<file path="config.mk">
export PLATFORM = sky130hd
export DESIGN_NAME = conv_ram_sequencer
export DESIGN_NICKNAME = d
export VERILOG_FILES = /design/src/rtl/conv_seq_pkg.sv /design/src/rtl/conv_seq_rd_pipe.sv /design/src/rtl/conv_ram_sequencer.sv
export SDC_FILE = /design/constraint.sdc
export NUM_CORES = 1
export LEC_CHECK = 0
export ABC_AREA = 1
export CORE_MARGIN = 2
export CORE_UTILIZATION = 30
export CTS_CLUSTER_SIZE = 20
export DETAILED_ROUTE_END_ITERATION = 7
export GPL_ROUTABILITY_DRIVEN = 1
export HOLD_SLACK_MARGIN = 0.02
export PLACE_DENSITY = 0.63
export SYNTH_ARGS = -nofsm -noshare
export SYNTH_HDL_FRONTEND = slang
export SYNTH_SLANG_ARGS = --single-unit
</file>
<file path="constraint.sdc">
create_clock -name ACLK -period 2.9 [get_ports ACLK]
set_clock_uncertainty 0.05 [all_clocks]
set_input_delay 0.435 -clock ACLK [delete_from_list [all_inputs] [get_ports ACLK]]
set_output_delay 0.435 -clock ACLK [all_outputs]
set_load 0.1 [all_outputs]
</file>
<file path="src/rtl/conv_seq_pkg.sv">
// rtl/conv_seq_pkg.sv - shared state encoding and size helpers for conv_ram_sequencer
package conv_seq_pkg;

  typedef enum logic [2:0] {
    ST_IDLE,
    ST_W_LOAD,
    ST_X_STREAM,
    ST_DRAIN,
    ST_DONE
  } seq_state_t;

  localparam int KERNEL_SIZE_DEF = 5;
  localparam int DATA_SIZE_DEF   = 32;

  // K2 and N2 are derived in the sequencer from its own KERNEL_SIZE/DATA_SIZE through this helper.
  function automatic int sq(input int edge_len);
    return edge_len * edge_len;
  endfunction

endpackage

</file>
<file path="src/rtl/conv_seq_rd_pipe.sv">
// rtl/conv_seq_rd_pipe.sv - one-cycle tag pipeline that aligns weight/pixel beats with RAM read data
module conv_seq_rd_pipe
  import conv_seq_pkg::*;
#(
  parameter int AXI_DATA_BW = 16,
  parameter int DATA_BW     = 8,
  parameter int WEIGHT_BW   = 8,
  parameter int ADDR_BW     = 5
) (
  input  logic                   ACLK,
  input  logic                   ARESETn,
  input  logic                   i_issue_w,
  input  logic                   i_issue_x,
  input  logic [ADDR_BW-1:0]     i_issue_idx,
  input  logic [AXI_DATA_BW-1:0] i_r_data,
  output logic                   o_w_valid,
  output logic [WEIGHT_BW-1:0]   o_w,
  output logic [ADDR_BW-1:0]     o_addr,
  output logic                   o_valid,
  output logic [DATA_BW-1:0]     o_x
);

  logic               w_vld_q, w_vld_d;
  logic               x_vld_q, x_vld_d;
  logic [ADDR_BW-1:0] idx_q, idx_d;
  logic               unused_rdata;

  always_comb begin
    w_vld_d = i_issue_w;
    x_vld_d = i_issue_x;
    idx_d   = i_issue_w ? i_issue_idx : '0;
  end

  always_ff @(posedge ACLK or negedge ARESETn) begin
    if (!ARESETn) begin
      w_vld_q <= 1'b0;
      x_vld_q <= 1'b0;
      idx_q   <= '0;
    end else begin
      w_vld_q <= w_vld_d;
      x_vld_q <= x_vld_d;
      idx_q   <= idx_d;
    end
  end

  // Data lanes are gated so the engine sees zeros whenever no beat is in flight.
  assign o_w_valid    = w_vld_q;
  assign o_w          = w_vld_q ? i_r_data[WEIGHT_BW-1:0] : '0;
  assign o_addr       = idx_q;
  assign o_valid      = x_vld_q;
  assign o_x          = x_vld_q ? i_r_data[DATA_BW-1:0] : '0;
  assign unused_rdata = ^i_r_data;

endmodule

</file>
<file path="src/rtl/conv_ram_sequencer.sv">
// rtl/conv_ram_sequencer.sv - per-channel weight load, pixel stream and result write-back sequencer
module conv_ram_sequencer
  import conv_seq_pkg::*;
#(
  parameter int AXI_ADDR_BW = 12,
  parameter int AXI_DATA_BW = 16,
  parameter int KERNEL_SIZE = KERNEL_SIZE_DEF,
  parameter int DATA_SIZE   = DATA_SIZE_DEF,
  parameter int DATA_BW     = 8,
  parameter int WEIGHT_BW   = 8,
  parameter int SUM_BW      = 16,
  parameter int ADDR_BW     = 5,
  parameter int CH_BW       = 4,
  parameter int CNT_BW      = 11,
  parameter int DRAIN_IDLE  = 16
) (
  input  logic                   ACLK,
  input  logic                   ARESETn,
  input  logic                   i_start,
  input  logic [CH_BW-1:0]       i_num_ch,
  input  logic [AXI_ADDR_BW-1:0] i_w_base,
  input  logic [AXI_ADDR_BW-1:0] i_x_base,
  input  logic [AXI_ADDR_BW-1:0] i_y_base,
  input  logic [AXI_ADDR_BW-1:0] i_y_stride,
  output logic                   o_busy,
  output logic                   o_done,
  output logic [CH_BW-1:0]       o_ch,
  output logic                   o_r_en,
  output logic [AXI_ADDR_BW-1:0] o_r_addr,
  input  logic [AXI_DATA_BW-1:0] i_r_data,
  output logic                   o_w_en,
  output logic [AXI_ADDR_BW-1:0] o_w_addr,
  output logic [AXI_DATA_BW-1:0] o_w_data,
  output logic                   o_w_valid,
  output logic [WEIGHT_BW-1:0]   o_w,
  output logic [ADDR_BW-1:0]     o_addr,
  output logic                   o_valid,
  output logic [DATA_BW-1:0]     o_x,
  input  logic                   i_ready,
  input  logic                   i_valid,
  input  logic [SUM_BW-1:0]      i_y
);

  localparam int K2      = sq(KERNEL_SIZE);
  localparam int N2      = sq(DATA_SIZE);
  localparam int IDLE_BW = $clog2(DRAIN_IDLE + 1);
  localparam logic [ADDR_BW-1:0] LAST_W     = ADDR_BW'(K2 - 1);
  localparam logic [CNT_BW-1:0]  LAST_X     = CNT_BW'(N2 - 1);
  localparam logic [IDLE_BW-1:0] IDLE_LIMIT = IDLE_BW'(DRAIN_IDLE);

  seq_state_t             state_q, state_d;
  logic [CH_BW-1:0]       num_ch_q, num_ch_d;
  logic [CH_BW-1:0]       ch_q, ch_d;
  logic [AXI_ADDR_BW-1:0] y_stride_q, y_stride_d;
  logic [AXI_ADDR_BW-1:0] waddr_q, waddr_d;
  logic [AXI_ADDR_BW-1:0] xaddr_q, xaddr_d;
  logic [AXI_ADDR_BW-1:0] yaddr_q, yaddr_d;
  logic                   done_q, done_d;
  logic [ADDR_BW-1:0]     wcnt_q, wcnt_d;
  logic [CNT_BW-1:0]      issued_q, issued_d;
  logic [IDLE_BW-1:0]     idle_q, idle_d;

  logic                   start_ok;
  logic                   rd_en, issue_w, issue_x, wr_en;
  logic [AXI_ADDR_BW-1:0] rd_addr;
  logic [IDLE_BW-1:0]     idle_next;

  assign start_ok = i_start && ((state_q == ST_IDLE) || (state_q == ST_DONE));

  always_comb begin
    state_d    = state_q;
    num_ch_d   = num_ch_q;
    ch_d       = ch_q;
    y_stride_d = y_stride_q;
    waddr_d    = waddr_q;
    xaddr_d    = xaddr_q;
    yaddr_d    = yaddr_q;
    done_d     = done_q;
    wcnt_d     = wcnt_q;
    issued_d   = issued_q;
    idle_d     = idle_q;
    rd_en      = 1'b0;
    rd_addr    = '0;
    issue_w    = 1'b0;
    issue_x    = 1'b0;
    wr_en      = 1'b0;
    idle_next  = i_valid ? '0 : idle_q + IDLE_BW'(1);

    case (state_q)
      ST_W_LOAD: begin
        rd_en   = 1'b1;
        rd_addr = waddr_q;
        issue_w = 1'b1;
        waddr_d = waddr_q + AXI_ADDR_BW'(1);
        if (wcnt_q == LAST_W) begin
          wcnt_d   = '0;
          issued_d = '0;
          state_d  = ST_X_STREAM;
        end else begin
          wcnt_d = wcnt_q + ADDR_BW'(1);
        end
      end
      ST_X_STREAM: begin
        if (i_ready && (issued_q <= LAST_X)) begin
          rd_en    = 1'b1;
          rd_addr  = xaddr_q;
          issue_x  = 1'b1;
          xaddr_d  = xaddr_q + AXI_ADDR_BW'(1);
          issued_d = issued_q + CNT_BW'(1);
          if (issued_q == LAST_X) begin
            if (ch_q != num_ch_q - CH_BW'(1)) begin
              ch_d    = ch_q + CH_BW'(1);
              state_d = ST_W_LOAD;
            end else begin
              idle_d  = '0;
              state_d = ST_DRAIN;
            end
          end
        end
      end
      ST_DRAIN: begin
        idle_d = idle_next;
        if (idle_next == IDLE_LIMIT) begin
          done_d  = 1'b1;
          state_d = ST_DONE;
        end
      end
      default: ;
    endcase

    // Results are written in every active state, including the cycle of a state change.
    if (i_valid && (state_q != ST_IDLE)) begin
      wr_en   = 1'b1;
      yaddr_d = yaddr_q + y_stride_q;
    end

    if (start_ok) begin
      num_ch_d   = (i_num_ch == '0) ? CH_BW'(1) : i_num_ch;
      y_stride_d = i_y_stride;
      waddr_d    = i_w_base;
      xaddr_d    = i_x_base;
      yaddr_d    = i_y_base;
      ch_d       = '0;
      done_d     = 1'b0;
      wcnt_d     = '0;
      issued_d   = '0;
      idle_d     = '0;
      state_d    = ST_W_LOAD;
    end
  end

  always_ff @(posedge ACLK or negedge ARESETn) begin
    if (!ARESETn) begin
      state_q    <= ST_IDLE;
      num_ch_q   <= '0;
      ch_q       <= '0;
      y_stride_q <= '0;
      waddr_q    <= '0;
      xaddr_q    <= '0;
      yaddr_q    <= '0;
      done_q     <= 1'b0;
      wcnt_q     <= '0;
      issued_q   <= '0;
      idle_q     <= '0;
    end else begin
      state_q    <= state_d;
      num_ch_q   <= num_ch_d;
      ch_q       <= ch_d;
      y_stride_q <= y_stride_d;
      waddr_q    <= waddr_d;
      xaddr_q    <= xaddr_d;
      yaddr_q    <= yaddr_d;
      done_q     <= done_d;
      wcnt_q     <= wcnt_d;
      issued_q   <= issued_d;
      idle_q     <= idle_d;
    end
  end

  conv_seq_rd_pipe #(
    .AXI_DATA_BW (AXI_DATA_BW),
    .DATA_BW     (DATA_BW),
    .WEIGHT_BW   (WEIGHT_BW),
    .ADDR_BW     (ADDR_BW)
  ) u_rd_pipe (
    .ACLK        (ACLK),
    .ARESETn     (ARESETn),
    .i_issue_w   (issue_w),
    .i_issue_x   (issue_x),
    .i_issue_idx (wcnt_q),
    .i_r_data    (i_r_data),
    .o_w_valid   (o_w_valid),
    .o_w         (o_w),
    .o_addr      (o_addr),
    .o_valid     (o_valid),
    .o_x         (o_x)
  );

  assign o_busy   = (state_q == ST_W_LOAD) || (state_q == ST_X_STREAM) || (state_q == ST_DRAIN);
  assign o_done   = done_q;
  assign o_ch     = ch_q;
  assign o_r_en   = rd_en;
  assign o_r_addr = rd_addr;
  assign o_w_en   = wr_en;
  assign o_w_addr = wr_en ? yaddr_q : '0;
  assign o_w_data = wr_en ? AXI_DATA_BW'(i_y) : '0;

endmodule
</file>
==> metrics.txt, run 1 <==
Seq cells post-synth 88; CTS H-tree lvls 3; Synth Area in Adders 4.43%; Sw Pwr 5.46 mW; Post-Syn Instances 863; start point of the critical path issued_q[0]$_DFFE_PN0P_; fin worst setup slack 280 ps; status complete, no violations; launch point of the worst reg-to-reg path state_q[1]$_DFFE_PN0P_; Clk pwr share 12.1%; R2R Path End yaddr_q[2]$_DFFE_PN0P_; wirelength, routed 16900 um; final slew viol count 0; Fin. Hold Viols 0; CP startpoint kind register; Peak VDD IR 1.10 mV; initial core utilization 30.8%; Pint 4.44 mW; Final Power 9.90 mW; EDFF count, synth 0; Port Buffer Count 151; final cell count without fillers 1276; initial antenna violation count 0; post-route ant nets 0; mean number of vias per cell 4.56; period utilization 90.3%; Worst EP arrival 2130 ps; Die H 143 um; FF-to-FF path depth 7; die area 0.0205 sq mm; Resized cells post-CTS 0; top post-synthesis cells by area dfrtp_1, nand2_1, inv_1; Fmax 0.382 GHz; post-synth top area share 37.9%; pre-CTS WS 325 ps; switching portion of total power 55.1%; post-synthesis simple-gate area fraction 35.0%; mux cell area share after synthesis 0%; most frequent cells after synthesis nand2_1, inv_1, dfrtp_1; HP Class register to register; post-synthesis compound-gate area fraction 9.21%; Post-DP HPWL 12800 um; overall routing resource usage 16.8%; ys async rst share 100%; post-CTS setup buffer count 0; Hold-fix buffers, CTS 1; area added between synthesis and finish 42.6%; Antenna Cells 0; worst-path fanout max 9; Synth area leader dfrtp_1; Avg WL per Cell 13.2 um; CTS tree built; FF/Latch Area 0.00220 sq mm; P per Cell Area 1190 mW/mm^2; Tightest Pin Transition 542 ps; mean post-synth cell area 6.74 sq um; synth unique cells 40; Reg power frac 20.8%; ys flop type dfrtp_1; Multi-input gate area 0.00298 sq mm; Num CTS Buffers 9; routed vias 5824; largest family of logic cells by synthesized area simple AND/OR/NAND/NOR gates; Final setup viols 0; yosys warns 0; DRT Pass-1 Iters 5; Worst-path clk slew 70 ps; std cell rows 50; most frequent cell after synthesis nand2_1; nets@finish 1120; Mapped Area 0.00582 sq mm; maxcap violations 0; residual DRC count 0; Max clock buf depth 2; leak pwr 4.23 nW; DP Area 0.00799 sq mm; routability cong. 0.821; core area 0.0189 sq mm; DIE WIDTH 143 um; DR iter-0 viols 312; CTS Sinks 88; minimum clock period 2620 ps; global-route wire length before repair 27500 um; Gate power share 67.2%; CP endpoint o_r_addr[2]; design area 0.00829 sq mm; vias in the first global route 5649; worst reg2reg setup slack 810 ps; Net Count, Synth 972; post-synthesis xor/xnor area fraction 2.11%; Max transition margin 63.6%; RSZ-0062 raised after global routing false; placed insts 1259; Critical Path RT 2410 ps; critical path class register to primary output; clk_lat worst skew 350 ps; sequential cell area fraction in the yosys report 37.9%; Min Hold Slack 439 ps; pin count of the biggest net entering global routing 61; gr ovfl total 0; Clock Root Buffer clkbuf_16; I/O Pins 160; Filler cells 1970; share of post-route cells with drive strength above 1 12.4%; Worst Setup End Kind primary output
[registers in the layout, indices dropped and copies added, names as in the netlist, 5 cells and up]
name and cells:
waddr_q 12, yaddr_q 12, xaddr_q 12, wcnt_q 5, issued_q 11, u_rd_pipe.o_addr 5
idle_q 5, y_stride_q 12
[cells in the final DEF (no fill, tap or decap), types with 9 or more instances in the layout]
cell / instances
nor3_1: 12
nand2_1: 288
ha_1: 19
a21oi_1: 14
clkdlybuf4s50_1: 79
xor2_1: 9
clkbuf_16: 9
nand4_1: 14
buf_4: 40
o21ai_0: 30
inv_1: 136
o22ai_1: 19
buf_12: 43
nor2_1: 82
nand3_1: 69
dfrtp_1: 88
o211ai_1: 9
[power by group through the flow]
stage          Sequential, mW  Combinational [mW]  Clock (mW)
2_1_floorplan            2.11                4.66           0
5_1_grt                  2.12                7.27        1.28
3_3_place_gp             2.07                6.62           0
6_report                 2.06                6.65        1.20
4_1_cts                  2.06                6.69        1.23
3_5_place_dp             2.07                6.67           0
[how the worst min path moves through the flow]
stage	startpoint	to	slack [ps]	cells after the start
global placement	ARESETn	wcnt_q[1]$_DFFE_PN0P_	350	1
floorplan	ARESETn	idle_q[0]$_DFFE_PN0P_	90	0
detailed placement	ARESETn	wcnt_q[2]$_DFFE_PN0P_	350	1
finish	idle_q[4]$_DFFE_PN0P_	idle_q[4]$_DFFE_PN0P_	440	2
global route	y_stride_q[10]$_DFFE_PN0P_	y_stride_q[10]$_DFFE_PN0P_	470	2
CTS	idle_q[4]$_DFFE_PN0P_	idle_q[4]$_DFFE_PN0P_	450	2
[per-layer routing]
| layer | up-vias | GRT usage, % | wire (um) |
|---|---|---|---|
| met4 | 0 | 4.39 | 206 |
| li1 | 3014 | - | - |
| met5 | - | 0 | 0 |
| met2 | 152 | 28.2 | 7760 |
| met1 | 2641 | 21.9 | 7830 |
| met3 | 17 | 3.99 | 1060 |
[kinds of logic after synthesis]
| kind of cell | Yosys count |
|---|---|
| simple gates | 484 |
| compound gates | 91 |
| buf+inv | 166 |
| xor+xnor | 14 |
| fa+ha+maj | 20 |
| flops | 88 |
[stage by stage]
stage,TNS (ps),utilization (%)
after floorplan,-2050,-
after global routing,0,43.9
final,0,43.9
after global placement,0,42.3
after detailed placement,0,42.3
after CTS,0,43.9
[critical path: stages, from the launching register on]
cell and delay [ps]:
dfrtp_1 420, ha_1 220, nand4_1 140, nand3_1 150
nand3_2 220, inv_1 190, nand2_1 60, o21ai_0 150
buf_12 230
[layout make-up]
cell class                      instances  area share (%)
Sequential cell                        88            26.6
Timing Repair Buffer                  163            23.7
Clock inverter                          6           0.815
Clock buffer                           10            2.76
Tap cell                              260            3.92
Inverter                              140            6.34
Multi-Input combinational cell        609            35.9
(Power assumes the default switching activity.)
==> inputs of run 2 (changes only) <==
==> constraint.sdc (replaced) <==
create_clock -name ACLK -period 2.45 [get_ports ACLK]
set_clock_uncertainty 0.05 [all_clocks]
set_input_delay 0.3675 -clock ACLK [delete_from_list [all_inputs] [get_ports ACLK]]
set_output_delay 0.3675 -clock ACLK [all_outputs]
set_load 0.1 [all_outputs]
==> run 2 against run 1 <==
Against the previous run: worst setup slack got worse by 250 ps; via count rose by 2.0%; clock-buffer cell count fell by 1; global-route usage barely moved; sequential power rose by 18%; routed wire length rose by 3.6%; hold slack barely moved; utilization rose by 1.8 points; critical endpoint is now o_r_addr[0]; largest power group unchanged.
==> metrics.txt, run 2 (synthesized netlist as in run 1, its figures left out) <==
Sw Pwr 6.56 mW (+20%); Port Buffer Count 151 (unchanged); Fin. Hold Viols 0 (unchanged); switching portion of total power 55.1% (-0.059 points); Worst Setup End Kind primary output; fin worst setup slack 30.0 ps (-250 ps); gr ovfl total 0 (unchanged); status complete, no violations; routability cong. 0.852 (+3.9%); Reg power frac 20.5% (-0.3 points); DIE WIDTH 143 um (unchanged); initial antenna violation count 0 (unchanged); wirelength, routed 17500 um (+3.6%); critical path class register to primary output; vias in the first global route 5573 (-1.3%); CTS tree built; Worst-path clk slew 70 ps (about the same); Peak VDD IR 0.593 mV (-46%); Antenna Cells 0 (unchanged); DR iter-0 viols 322 (+3.2%); Post-DP HPWL 12900 um (+0.62%); worst reg2reg setup slack 410 ps (-400 ps); Die H 143 um (unchanged); Gate power share 68.5% (+1.3 points); final slew viol count 0 (unchanged); Clock Root Buffer clkbuf_16; clk_lat worst skew 350 ps (about the same); Max transition margin 59.5% (-4.1 points); most frequent cells in the layout nand2_1, inv_1, dfrtp_1, clkdlybuf4s50_1, nand3_1; overall routing resource usage 16.9% (+0.047 points); CTS H-tree lvls 3 (unchanged); routed vias 5941 (+2.0%); Tightest Pin Transition 608 ps (+66.0 ps); mean number of vias per cell 4.64 (+1.7%); maxcap violations 0 (unchanged); HP Class register to register; worst-path fanout max 6 (-3); Pint 5.35 mW (+20%); I/O Pins 160 (unchanged); CTS Sinks 88 (unchanged); share of post-route cells with drive strength above 1 16.2% (+3.8 points); pin count of the biggest net entering global routing 48 (-21%); leak pwr 4.29 nW (+1.5%); initial core utilization 30.8% (unchanged); Worst EP arrival 2000 ps (-130 ps); setup total negative slack 0 ps (unchanged); post-route ant nets 0 (unchanged); Final Power 11.9 mW (+20%); DP Area 0.00827 sq mm (+3.5%); die area 0.0205 sq mm (unchanged); P per Cell Area 1380 mW/mm^2 (+15%); global-route wire length before repair 27600 um (+0.60%); residual DRC count 0 (unchanged); RSZ-0062 raised after global routing true; Fmax 0.413 GHz; Min Hold Slack 439 ps (+0.100 ps); Max clock buf depth 2 (unchanged); minimum clock period 2420 ps; Num CTS Buffers 9 (unchanged); CP startpoint kind register; Critical Path RT 2030 ps (-380 ps); Clk pwr share 11.0% (-1.1 points); pre-CTS WS 26.4 ps (-299 ps); std cell rows 50 (unchanged); period utilization 98.8%; Final setup viols 0 (unchanged); design area 0.00864 sq mm (+4.2%); area added between synthesis and finish 48.5%; core area 0.0189 sq mm (unchanged); DRT Pass-1 Iters 5 (unchanged); Avg WL per Cell 13.6 um (+3.3%); nets@finish 1125 (+0.45%); most common cell after layout, fill and taps aside nand2_1
run 2: changes by cell type in the layout (fill, tap and decap cells not counted), sizes merged:
| cell | previous run | this run |
|---|---|---|
| clkbuf | 10 | 9 |
| nand3 | 71 | 72 |
| clkinvlp | 2 | 1 |
| inv | 141 | 142 |
| clkinv | 2 | 3 |
| bufinv | 1 | 0 |
| buf | 83 | 87 |
run 2: critical path, cell delays in order (launching register included):
cell and delay, ps:
dfrtp_1 400, ha_2 200, nand4_1 210, nand3_4 170
nand3_2 170, o22ai_1 280, buf_12 220
run 2: path summary, 6_finish.rpt:
| check | start | cells after the start | endpoint |
|---|---|---|---|
| max | issued_q[1]$_DFFE_PN0P_ | 6 | o_r_addr[0] |
| min in group asynchronous | ARESETn | 2 | num_ch_q[2]$_DFFE_PN0P_ |
| max reg2reg | issued_q[1]$_DFFE_PN0P_ | 9 | issued_q[9]$_DFFE_PN0P_ |
| max in group asynchronous | ARESETn | 3 | xaddr_q[6]$_DFFE_PN0P_ |
| min | y_stride_q[9]$_DFFE_PN0P_ | 2 | y_stride_q[9]$_DFFE_PN0P_ |
| min reg2reg | y_stride_q[9]$_DFFE_PN0P_ | 2 | y_stride_q[9]$_DFFE_PN0P_ |
run 2: timing repair:
action                                 4_1_cts  5_1_grt
cloned                                       0        1
endpoints found under the hold margin       41        0
setup buffers                                0        3
pin swaps                                    0        3
resized for setup                            1       12
setup endpoints to repair                   12       12
hold buffers                                 1        0
run 2: routing by layer:
metal | routed length [um] | global-route usage [%]
met4 | 265 | 5.26
met5 | 0 | 0
met1 | 7870 | 22.2
met3 | 793 | 2.58
met2 | 8540 | 28.7
run 2: through the flow:
step / utilization (%) / instances
CTS: 45.3 / 1276
detailed placement: 43.8 / 1260
finish: 45.7 / 1280
floorplan: - / 863
global route: 45.7 / 1280
global placement: 43.8 / 1260
run 2: final cells by class:
type | instances | area (sq um)
sequential | 88 | 2200
timing repair buffer | 167 | 2220
tap | 260 | 325
clock buffer | 9 | 225
inverter | 140 | 531
multi-input combinational | 610 | 3090
fill | 1889 | 10300
clock inverter | 6 | 43.8
run 2: power groups by stage:
stage / sequential, mW / clock (mW) / combinational (mW)
after global placement: 2.45 / 0 / 8.06
final: 2.43 / 1.31 / 8.16
after floorplan: 2.50 / 0 / 5.56
after global routing: 2.50 / 1.41 / 8.84
after CTS: 2.43 / 1.36 / 8.15
after detailed placement: 2.45 / 0 / 8.12
==> inputs of run 3 (changes only) <==
--- a/config.mk
+++ b/config.mk
@@ -6,11 +6,13 @@
 export NUM_CORES = 1
 export LEC_CHECK = 0
 export ABC_AREA = 1
+export CAP_MARGIN = 10
 export CORE_MARGIN = 2
 export CORE_UTILIZATION = 30
 export CTS_CLUSTER_SIZE = 20
 export DETAILED_ROUTE_END_ITERATION = 7
 export GPL_ROUTABILITY_DRIVEN = 1
+export GPL_TIMING_DRIVEN = 0
 export HOLD_SLACK_MARGIN = 0.02
 export PLACE_DENSITY = 0.63
 export SYNTH_ARGS = -nofsm -noshare
==> run 3 against run 2 <==
Against the previous run: routed wire length increased by 2.2%; utilization decreased by 2.4 points; sequential cell count unchanged; design area decreased by 5.2%; die area unchanged; clock-buffer cell count unchanged; critical path depth decreased by 3; first-iteration DRC count increased by 1.6%; cell count increased by 1.3%; total power decreased by 1.6%; critical endpoint is now o_busy; largest cell class unchanged.
==> metrics.txt, run 3 (synthesized netlist as in run 1, its figures left out) <==
Filler cells 1948 (+3.1%); overall routing resource usage 17.4% (+0.55 points); CTS Sinks 88 (unchanged); Worst Setup End Kind primary output; CP endpoint o_busy; DR top layer met4; DRT Pass-1 Iters 7 (+2); leak pwr 4.19 nW (-2.4%); Post-DP HPWL 13400 um (+3.8%); DIE WIDTH 143 um (unchanged); clk_lat worst skew 350 ps (about the same); Detail Route met3 WL 1020 um (+29%); Die H 143 um (unchanged); Critical Path RT 2030 ps (about the same); Peak VDD IR 0.645 mV (+8.7%); WL met2 8500 um (-0.57%); nets@finish 1141 (+1.4%); final slew viol count 0 (unchanged); period utilization 97.4% (-1.3 points); Min Hold Slack 423 ps (-16.7 ps); maxcap violations 0 (unchanged); critical path class register to primary output; R2R Path End yaddr_q[8]$_DFFE_PN0P_; routability cong. 0.886 (+4.0%); Fin. Hold Viols 0 (unchanged); RSZ-0062 raised after global routing true; Num CTS Buffers 9 (unchanged); Worst EP arrival 1970 ps (-30 ps); Max transition margin 34.0% (-25 points); status complete, no violations; Final setup viols 0 (unchanged); worst-path fanout max 5 (-1); most frequent cells in the layout nand2_1, inv_1, clkdlybuf4s50_1, dfrtp_1, nand3_1; worst reg2reg setup slack 500 ps (+90 ps); most common cell after layout, fill and taps aside nand2_1; P per Cell Area 1430 mW/mm^2 (+3.8%); HP Class register to register; die area 0.0205 sq mm (unchanged); gr ovfl total 0 (unchanged); CP startpoint kind register; launch point of the worst reg-to-reg path y_stride_q[0]$_DFFE_PN0P_; CTS H-tree lvls 3 (unchanged); initial antenna violation count 0 (unchanged); std cell rows 50 (unchanged); I/O Pins 160 (unchanged); wirelength, routed 17800 um (+2.2%); routed vias 5968 (+0.45%); share of post-route cells with drive strength above 1 16.2% (+0.024 points); residual DRC count 0 (unchanged); mean number of vias per cell 4.60 (-0.86%); post-route ant nets 0 (unchanged); Antenna Cells 0 (unchanged); start point of the critical path state_q[1]$_DFFE_PN0P_; Avg WL per Cell 13.8 um (+0.82%); vias in the first global route 5644 (+1.3%); DR iter-0 viols 327 (+1.6%); global-route wire length before repair 28300 um (+2.3%); Max clock buf depth 2 (unchanged); Fmax 0.419 GHz (+1.4%); Port Buffer Count 151 (unchanged); CTS tree built; Clock Root Buffer clkbuf_16; Worst-path clk slew 70 ps (about the same); area added between synthesis and finish 40.9%; FF-to-FF path depth 10 (+1); minimum clock period 2390 ps (-33.0 ps); pin count of the biggest net entering global routing 49 (+2.1%); core area 0.0189 sq mm (unchanged); wire length on met1 8090 um (+2.9%); Final Power 11.7 mW (-1.6%); Tightest Pin Transition 987 ps (+379 ps); initial core utilization 30.8% (unchanged)
## run 3: changes by cell type in the layout (fill, tap and decap cells not counted), sizes merged
| cell | before | now |
|---|---|---|
| dlymetal6s2s | 0 | 1 |
| clkdlybuf4s50 | 79 | 89 |
| dlygate4sd2 | 0 | 1 |
| clkdlybuf4s18 | 0 | 3 |
| clkinv | 3 | 1 |
| clkbuf | 9 | 30 |
| nand3 | 72 | 71 |
| bufinv | 0 | 2 |
| buf | 87 | 61 |
| inv | 142 | 143 |
| clkdlybuf4s15 | 0 | 7 |
## run 3: through the flow
step	instance area (sq um)	setup slack [ps]	instances	setup TNS (ps)	utilization, %
after floorplan	5890	-642	863	-5660	-
after global placement	7730	-2580	1274	-261890	40.9
after detailed placement	7750	-969	1275	-35420	41.0
after CTS	8140	2.91	1295	0	43.1
after global routing	8190	-2.89	1297	-8.31	43.4
final	8190	63.0	1297	0	43.4
## run 3: worst min-delay path by stage
stage                                startpoint                       to  slack (ps)  cells past startpoint
final                     idle_q[4]$_DFFE_PN0P_    idle_q[4]$_DFFE_PN0P_         420                      2
after global routing      idle_q[4]$_DFFE_PN0P_    idle_q[4]$_DFFE_PN0P_         440                      2
after CTS                 idle_q[4]$_DFFE_PN0P_    idle_q[4]$_DFFE_PN0P_         430                      2
after detailed placement                ARESETn  num_ch_q[1]$_DFFE_PN0P_         360                      1
after global placement    idle_q[4]$_DFFE_PN0P_    idle_q[4]$_DFFE_PN0P_         410                      2
after floorplan                         ARESETn    idle_q[0]$_DFFE_PN0P_          20                      0
## run 3: cell type report
class                      instances  area (sq um)  area share (%)
timing repair buffer             159          1510            18.4
clock buffer                       9           225            2.75
multi-input combinational        609          3140            38.3
sequential                        88          2200            26.9
inverter                         140           528            6.44
buffer                            25           160            1.95
clock inverter                     7           101            1.24
tap                              260           325            3.97
## run 3: where the power goes
part / total [mW] / internal, mW / switching, mW
clock network: 1.53 / 0.906 / 0.622
registers: 2.43 / 1.97 / 0.463
logic: 7.76 / 2.22 / 5.54
## run 3: timing repair
item                                    4_1_cts  5_1_grt
cloned                                        0        0
hold buffers                                  1        0
resized for setup                           269       61
endpoints found under the setup margin       60       59
hold endpoints to repair                     40        0
buffers inserted                              4        2
pin swaps                                     3        0
## run 3: per-layer routing
| layer | track usage (%) | vias up |
|---|---|---|
| met5 | 0 | - |
| met4 | 4.08 | 0 |
| met3 | 3.79 | 16 |
| met2 | 29.7 | 169 |
| met1 | 22.7 | 2725 |
| li1 | - | 3058 |
## run 3: critical path, cell delays in order (launching register included)
cell             delay, ps
dfrtp_1                520
nor2_4                  80
nor2_1                 170
clkdlybuf4s15_1        860
